$ cat config.mk
export PLATFORM = sky130hd
export DESIGN_NAME = mesi_snoop_bus
export DESIGN_NICKNAME = d
export VERILOG_FILES = /design/src/rtl/mesi_snoop_bus.sv
export SDC_FILE = /design/constraint.sdc
export NUM_CORES = 1
export LEC_CHECK = 0
export ABC_AREA = 1
export ABC_CLOCK_PERIOD_IN_PS = 2500
export CAP_MARGIN = 20
export CELL_PAD_IN_SITES_DETAIL_PLACEMENT = 0
export CELL_PAD_IN_SITES_GLOBAL_PLACEMENT = 2
export CORE_MARGIN = 2
export CORE_UTILIZATION = 19
export CTS_CLUSTER_DIAMETER = 50
export DETAILED_ROUTE_END_ITERATION = 10
export GPL_ROUTABILITY_DRIVEN = 0
export PLACE_DENSITY_LB_ADDON = 0.3
export SYNTH_ARGS = -nofsm -noshare
export SYNTH_HDL_FRONTEND = slang
export SYNTH_SLANG_ARGS = --single-unit
$ cat constraint.sdc
create_clock -name clk_i -period 2.5 [get_ports clk_i]
set_input_delay 0.5 -clock clk_i [delete_from_list [all_inputs] [get_ports clk_i]]
set_output_delay 0.5 -clock clk_i [all_outputs]
set_load 0.005 [all_outputs]
$ cat src/rtl/mesi_snoop_bus.sv
// mesi_snoop_bus: shared snoop-bus arbiter/sequencer below the two MESI cache
// controllers. Grants one bus transaction at a time (round-robin on ties),
// broadcasts it to the other cache, runs any flush and fill against memory,
// then pulses done to the owner together with the shared indication.
//
// Ports (index 0/1 = cache 0/1; packed per-core fields, core 1 in the upper half):
//   clk_i             clock, all logic on posedge
//   rst_ni            synchronous active-low reset
//   req_i[1:0]        level bus request per cache, held until gnt
//   req_cmd_i[3:0]    2-bit command per cache: 00 BusRd, 01 BusRdX, 10 BusUpgr, 11 BusWB
//   req_addr_i        ADDR_W-bit line address per cache
//   gnt_o[1:0]        one-cycle grant pulse; cmd/addr latched at its end
//   done_o[1:0]       one-cycle completion pulse to owner
//   shared_out_o      with done: other cache kept a copy
//   snoop_valid_o     one-cycle snoop strobe to the non-owner
//   snoop_cmd_o       latched command
//   snoop_addr_o      latched address
//   snoop_hit_i       non-owner holds the line
//   snoop_dirty_i     non-owner holds the line modified
//   mem_req_o         memory request, held until mem_ack_i
//   mem_we_o          1 = write (flush/BusWB), 0 = fill read
//   mem_addr_o        latched address
//   mem_ack_i         memory completion
//   protocol_err_o    sticky: dirty reported without hit
module mesi_snoop_bus #(
  parameter int unsigned ADDR_W = 8
) (
  input  logic                  clk_i,
  input  logic                  rst_ni,
  input  logic [1:0]            req_i,
  input  logic [3:0]            req_cmd_i,
  input  logic [2*ADDR_W-1:0]   req_addr_i,
  output logic [1:0]            gnt_o,
  output logic [1:0]            done_o,
  output logic                  shared_out_o,
  output logic [1:0]            snoop_valid_o,
  output logic [1:0]            snoop_cmd_o,
  output logic [ADDR_W-1:0]     snoop_addr_o,
  input  logic [1:0]            snoop_hit_i,
  input  logic [1:0]            snoop_dirty_i,
  output logic                  mem_req_o,
  output logic                  mem_we_o,
  output logic [ADDR_W-1:0]     mem_addr_o,
  input  logic                  mem_ack_i,
  output logic                  protocol_err_o
);

  typedef enum logic [2:0] {
    S_IDLE, S_GRANT, S_SNOOP, S_FLUSH, S_MEM, S_DONE
  } state_e;

  typedef enum logic [1:0] {
    BUS_RD = 2'b00, BUS_RDX = 2'b01, BUS_UPGR = 2'b10, BUS_WB = 2'b11
  } cmd_e;

  state_e              state_q, state_d;
  cmd_e                cmd_q, cmd_d;
  logic [ADDR_W-1:0]   addr_q, addr_d;
  logic                owner_q, owner_d;
  logic                rr_q, rr_d;
  logic                hit_q, hit_d;
  logic                dirty_q, dirty_d;
  logic                perr_q, perr_d;
  logic                other;

  assign other          = ~owner_q;
  assign snoop_cmd_o    = cmd_q;
  assign snoop_addr_o   = addr_q;
  assign mem_addr_o     = addr_q;
  assign protocol_err_o = perr_q;

  always_ff @(posedge clk_i) begin
    if (!rst_ni) begin
      state_q <= S_IDLE;
      cmd_q   <= BUS_RD;
      addr_q  <= '0;
      owner_q <= 1'b0;
      rr_q    <= 1'b1;
      hit_q   <= 1'b0;
      dirty_q <= 1'b0;
      perr_q  <= 1'b0;
    end else begin
      state_q <= state_d;
      cmd_q   <= cmd_d;
      addr_q  <= addr_d;
      owner_q <= owner_d;
      rr_q    <= rr_d;
      hit_q   <= hit_d;
      dirty_q <= dirty_d;
      perr_q  <= perr_d;
    end
  end

  always_comb begin
    state_d       = state_q;
    cmd_d         = cmd_q;
    addr_d        = addr_q;
    owner_d       = owner_q;
    rr_d          = rr_q;
    hit_d         = hit_q;
    dirty_d       = dirty_q;
    perr_d        = perr_q;
    gnt_o         = '0;
    done_o        = '0;
    shared_out_o  = 1'b0;
    snoop_valid_o = '0;
    mem_req_o     = 1'b0;
    mem_we_o      = 1'b0;

    case (state_q)
      S_IDLE: begin
        if (|req_i) begin
          // On a tie the core that did not win last time goes first.
          owner_d = (req_i == 2'b11) ? ~rr_q : req_i[1];
          state_d = S_GRANT;
        end
      end
      S_GRANT: begin
        gnt_o[owner_q] = 1'b1;
        rr_d    = owner_q;
        cmd_d   = cmd_e'(owner_q ? req_cmd_i[3:2] : req_cmd_i[1:0]);
        addr_d  = owner_q ? req_addr_i[2*ADDR_W-1:ADDR_W] : req_addr_i[ADDR_W-1:0];
        hit_d   = 1'b0;
        dirty_d = 1'b0;
        state_d = (cmd_d == BUS_WB) ? S_MEM : S_SNOOP;
      end
      S_SNOOP: begin
        snoop_valid_o[other] = 1'b1;
        hit_d   = snoop_hit_i[other];
        dirty_d = snoop_dirty_i[other];
        // Dirty without hit is flagged but still flushed, so data is never lost.
        if (snoop_dirty_i[other] && !snoop_hit_i[other]) perr_d = 1'b1;
        if (snoop_dirty_i[other])   state_d = S_FLUSH;
        else if (cmd_q == BUS_UPGR) state_d = S_DONE;
        else                        state_d = S_MEM;
      end
      S_FLUSH: begin
        mem_req_o = 1'b1;
        mem_we_o  = 1'b1;
        if (mem_ack_i) state_d = (cmd_q == BUS_UPGR) ? S_DONE : S_MEM;
      end
      S_MEM: begin
        mem_req_o = 1'b1;
        mem_we_o  = (cmd_q == BUS_WB);
        if (mem_ack_i) state_d = S_DONE;
      end
      S_DONE: begin
        done_o[owner_q] = 1'b1;
        shared_out_o    = hit_q && (cmd_q == BUS_RD);
        state_d         = S_IDLE;
      end
      default: state_d = S_IDLE;
    endcase
  end

endmodule
======== After elaboration in Yosys (flattened, before gate mapping) ========
Cells that the tools add are included.
storage, ports and cells
  register bits ........................... 17
  latch bits .............................. 0
  memory bits (writable) .................. 0
  memory bits (read-only) ................. 0
  bits of input ports ..................... 29
  output and inout bits ................... 28
  logic and storage cells ................. 63
  memories ................................ 0
operators by class
  add/sub/neg operators ................... 0
  $mul .................................... 0
  divide/modulo/power cells ............... 0
  $lt $le $gt $ge ......................... 4
  eq/ne operators ......................... 12
  shifts and indexed selects .............. 0
  multiplexer cells ....................... 25
  bitwise operators ....................... 2
  reduce and logical (&&, ||, !) cells .... 13
operators with widths
  cell                count
  $mux 3              5
  $pmux 3 s5          1
  $mux 1              10
  $eq 2x2->1 const B  4
  $mux 2              4
  $mux 8              1
  $eq 3x2->1 const B  2
  $eq 3x3->1 const B  2
  $ne 2x2->1 const B  3
  $logic_and 1x1->1   4
  $lt 1x2->1 const B  2
  $pmux 1 s2          2
  $reduce_and 2->1    2
  $reduce_or 2->1     2
  $eq 3x1->1 const B  1
  $logic_not 3->1     1
  $reduce_and 3->1    1
  $demux 1 s1         2
  $ge 1x1->1 const B  2
  $logic_not 2->1     1
  $not 1->1           2
  $reduce_bool 2->1   1
  $logic_not 1->1     1

======== Longest topological paths before layout ========
  depth in word-level cells ............... 6
  mapped depth ............................ 9
  gate-level depth less buffers ........... 8

======== Worst setup path before layout ========
No wires, ideal clock.
  kind .................................... reg-to-output
  start point ............................. register state_q[2]
  end point ............................... output snoop_valid_o[0]
  arrival ................................. 849 ps
  required time ........................... 2000 ps
  path slack .............................. 1151 ps
  stages on the path, launching flop included .. 6
  path buffers ............................ 0
  cells stage by stage .................... dfxtp_1 inv_2 nand2_1 nor2_2 inv_1 nor2_1
on the way
  longest elaborated chain between the ends .. 2
RTL lines
  element                 line  source
  from (decl)             56    state_e state_q, state_d;
  from (signal assigned)  83    state_q <= state_d;
  $eq 3x2->1              110   case (state_q)
  $mux 2                  110
  to (decl)               36    output logic [1:0] snoop_valid_o,
Every way passes these cells.

======== Worst setup path after layout ========
  start point ............................. register state_q[0]
  end point ............................... output gnt_o[1]
on the way
  longest elaborated chain between the ends .. 2
RTL lines
  element     line  source
  $eq 3x1->1  110
  $mux 2      110
  to (decl)   33    output logic [1:0] gnt_o,
Every way passes these cells.

==> out/qor.txt <==
CTS HTree Levels = 1
PwrDens = 932.7 nW/um^2
Sequential-to-total area share from yosys stat = 35.56%
First-pass DRT Iterations = 4
WS Path Type = reg -> out
Per-cell routed wire length = 11.56 um
Io pins = 57
Max Cap Viol = 0
Clock power share = 13.9%
Synth unique cells = 18
Fmax = 0.4385 GHz
Worst setup margin = 0.2197 ns
Seq cells post-synth = 17
Fin nets = 219
CP Max Fanout = 15
Final HPWL from detailed placement = 2.362 mm
Combinational share of power = 54.7%
Peak supply drop = 332.8 uV
Largest net degree at the start of global routing = 16
Worst slack, placed = 0.4708 ns
Inst Count DP = 252
Final antenna-violating net count = 0
Cell taking the most area after synthesis = dfxtp_1
Element type at the critical path end = primary output
Crit start category = flip-flop
Remaining DRCs = 0
Clock Skews = 0.002578 ns
Mapped Nets = 168
Fill cells = 517
Sw Ratio = 39.96%
Switch Pwr = 587.1 uW
Root buffer cell = clkbuf_8
YS warnings = 0
CTS tree = built
Critical Path RT = 2.00 ns
Top cell type's share of synthesized area = 35.56%
Unrepaired setup endpoints after global routing = false
Core area = 4786 sq um
FF/Latch Area = 340.3 sq um
Final Hold Vio Count = 0
Via count = 1046
Clock transition at path regs = 0.07 ns
Final period utilization = 91.21%
Leading cell types in the layout, fill and taps excluded = 56 x clkdlybuf4s50_1, 45 x nand2_1, 17 x dfxtp_1
Total Wirelength = 2.959 mm
Post-Syn Area = 957.2 sq um
Status = finished clean
Antenna cells = 0
Layout Cells excl Fill = 256
Die width = 74.98 um
Post CTS Setup Buffer Count = 0
Vias in the first global route = 1086
Post-CTS sizing = 0
Clock buffer depth = 2
Crit path time final = 2.280 ns
Max transition margin = 65.45%
Hold_buf cts = 0
Leakage power = 0.6153 nW
Final hold slack = 0.4531 ns
Die height = 74.98 um
Mean post-synth cell area = 6.886 sq um
Crit path DAT = 1.78 ns
Largest cells by area after synthesis = dfxtp_1 36%, nand2_1 18%, buf_4 7.8%, nand3_1 6.3%, a31oi_1 5.2%
Cells after synthesis = 139
Final setup violation count = 0
First-pass GRT wire length = 4.968 mm
Initial Util = 20.00%
Layout cells sized above 1 = 6.878%
DR vias/cell = 4.086
Grt ovf = 0
Sink Count = 17
Initial drt markers = 38
Final TNS setup = 0 ns
Die ar. = 5621 sq um
Most common cell after layout, fill and taps aside = clkdlybuf4s50_1
Hold Crit Class = reg -> reg
Worst-Skew Late Latency = 0.25 ns
Pins Over Slew Limit = 0
Area delta synth->final = 64.58%
Internal = 882.1 uW
Initial antenna violation count = 0
Rows = 25
Multi-input logic area = 478.0 sq um
Worst Max-Slew Pin Slew = 0.5177 ns
Num CTS Buffers = 3
# port buffers = 56
GRT Overall Usage = 11.67%
Seq pwr share = 31.4%
kinds of logic after synthesis:
| kind of cell | after synthesis | share of synthesized area (%) |
|---|---|---|
| buf+inv | 27 | 14.51 |
| mux | 1 | 1.046 |
| flops | 17 | 35.56 |
| compound gates | 21 | 12.81 |
| simple gates | 73 | 36.08 |
metal layers:
metal | share of wire, % | track usage [%]
met4 | 0.24 | 1.786
met1 | 46 | 14.87
met3 | 6.8 | 4.284
met2 | 47 | 19.30
met5 | 0 | 0
cells in the mapped netlist:
library cell,number
nor2_8,2
nand3_1,12
buf_4,10
clkbuf_1,1
nand4_1,2
a21oi_1,8
inv_2,4
a31oi_1,8
mux2i_1,1
inv_1,12
nor2_1,9
nand2_1,45
nand3_4,1
nor2_2,2
o21ai_1,2
dfxtp_1,17
o31ai_1,2
a211oi_1,1
registers in the layout (all words and copies together) (netlist names):
name and cells:
snoop_cmd_o 2, owner_q 1, mem_addr_o 8, hit_q 1, protocol_err_o 1, rr_q 1, state_q 3
critical path, cell delays in order (launching register included):
cell,delay (ns)
dfxtp_1,0.48
nand3_4,0.28
nor2_8,0.23
clkdlybuf4s50_1,0.53
per-stage QoR:
stage / total power, mW / instance area [sq um] / utilization, %
floorplan: 0.9331 / 957.2 / -
global placement: 1.284 / 1530 / 31.97
detailed placement: 1.279 / 1530 / 31.97
CTS: 1.494 / 1575 / 32.92
global route: 1.611 / 1575 / 32.92
finish: 1.469 / 1575 / 32.92
power groups by stage:
stage	clock network, mW	registers, mW	logic (mW)
after floorplan	0	0.454	0.479
after global placement	0	0.464	0.820
after detailed placement	0	0.466	0.813
after CTS	0.213	0.463	0.818
after global routing	0.224	0.477	0.910
final	0.205	0.461	0.803
final cells by class:
class                   instances  share of cell area, %
inverters                      16                  3.813
well taps                      67                  5.322
repair buffers                 57                  36.06
clock buffers                   4                  2.859
multi-input cells              95                  30.34
flip-flops and latches         17                  21.60
path summary, 6_finish.rpt:
path | startpoint | to | slack [ns] | cells past startpoint
setup reg to reg | state_q[0] | mem_addr_o[2] | 1.19 | 4
hold reg to reg | protocol_err_o | protocol_err_o | 0.45 | 2
setup / recovery | state_q[0] | gnt_o[1] | 0.22 | 3
hold / removal | protocol_err_o | protocol_err_o | 0.45 | 2
Note: power is estimated with default switching activity, not from simulation.
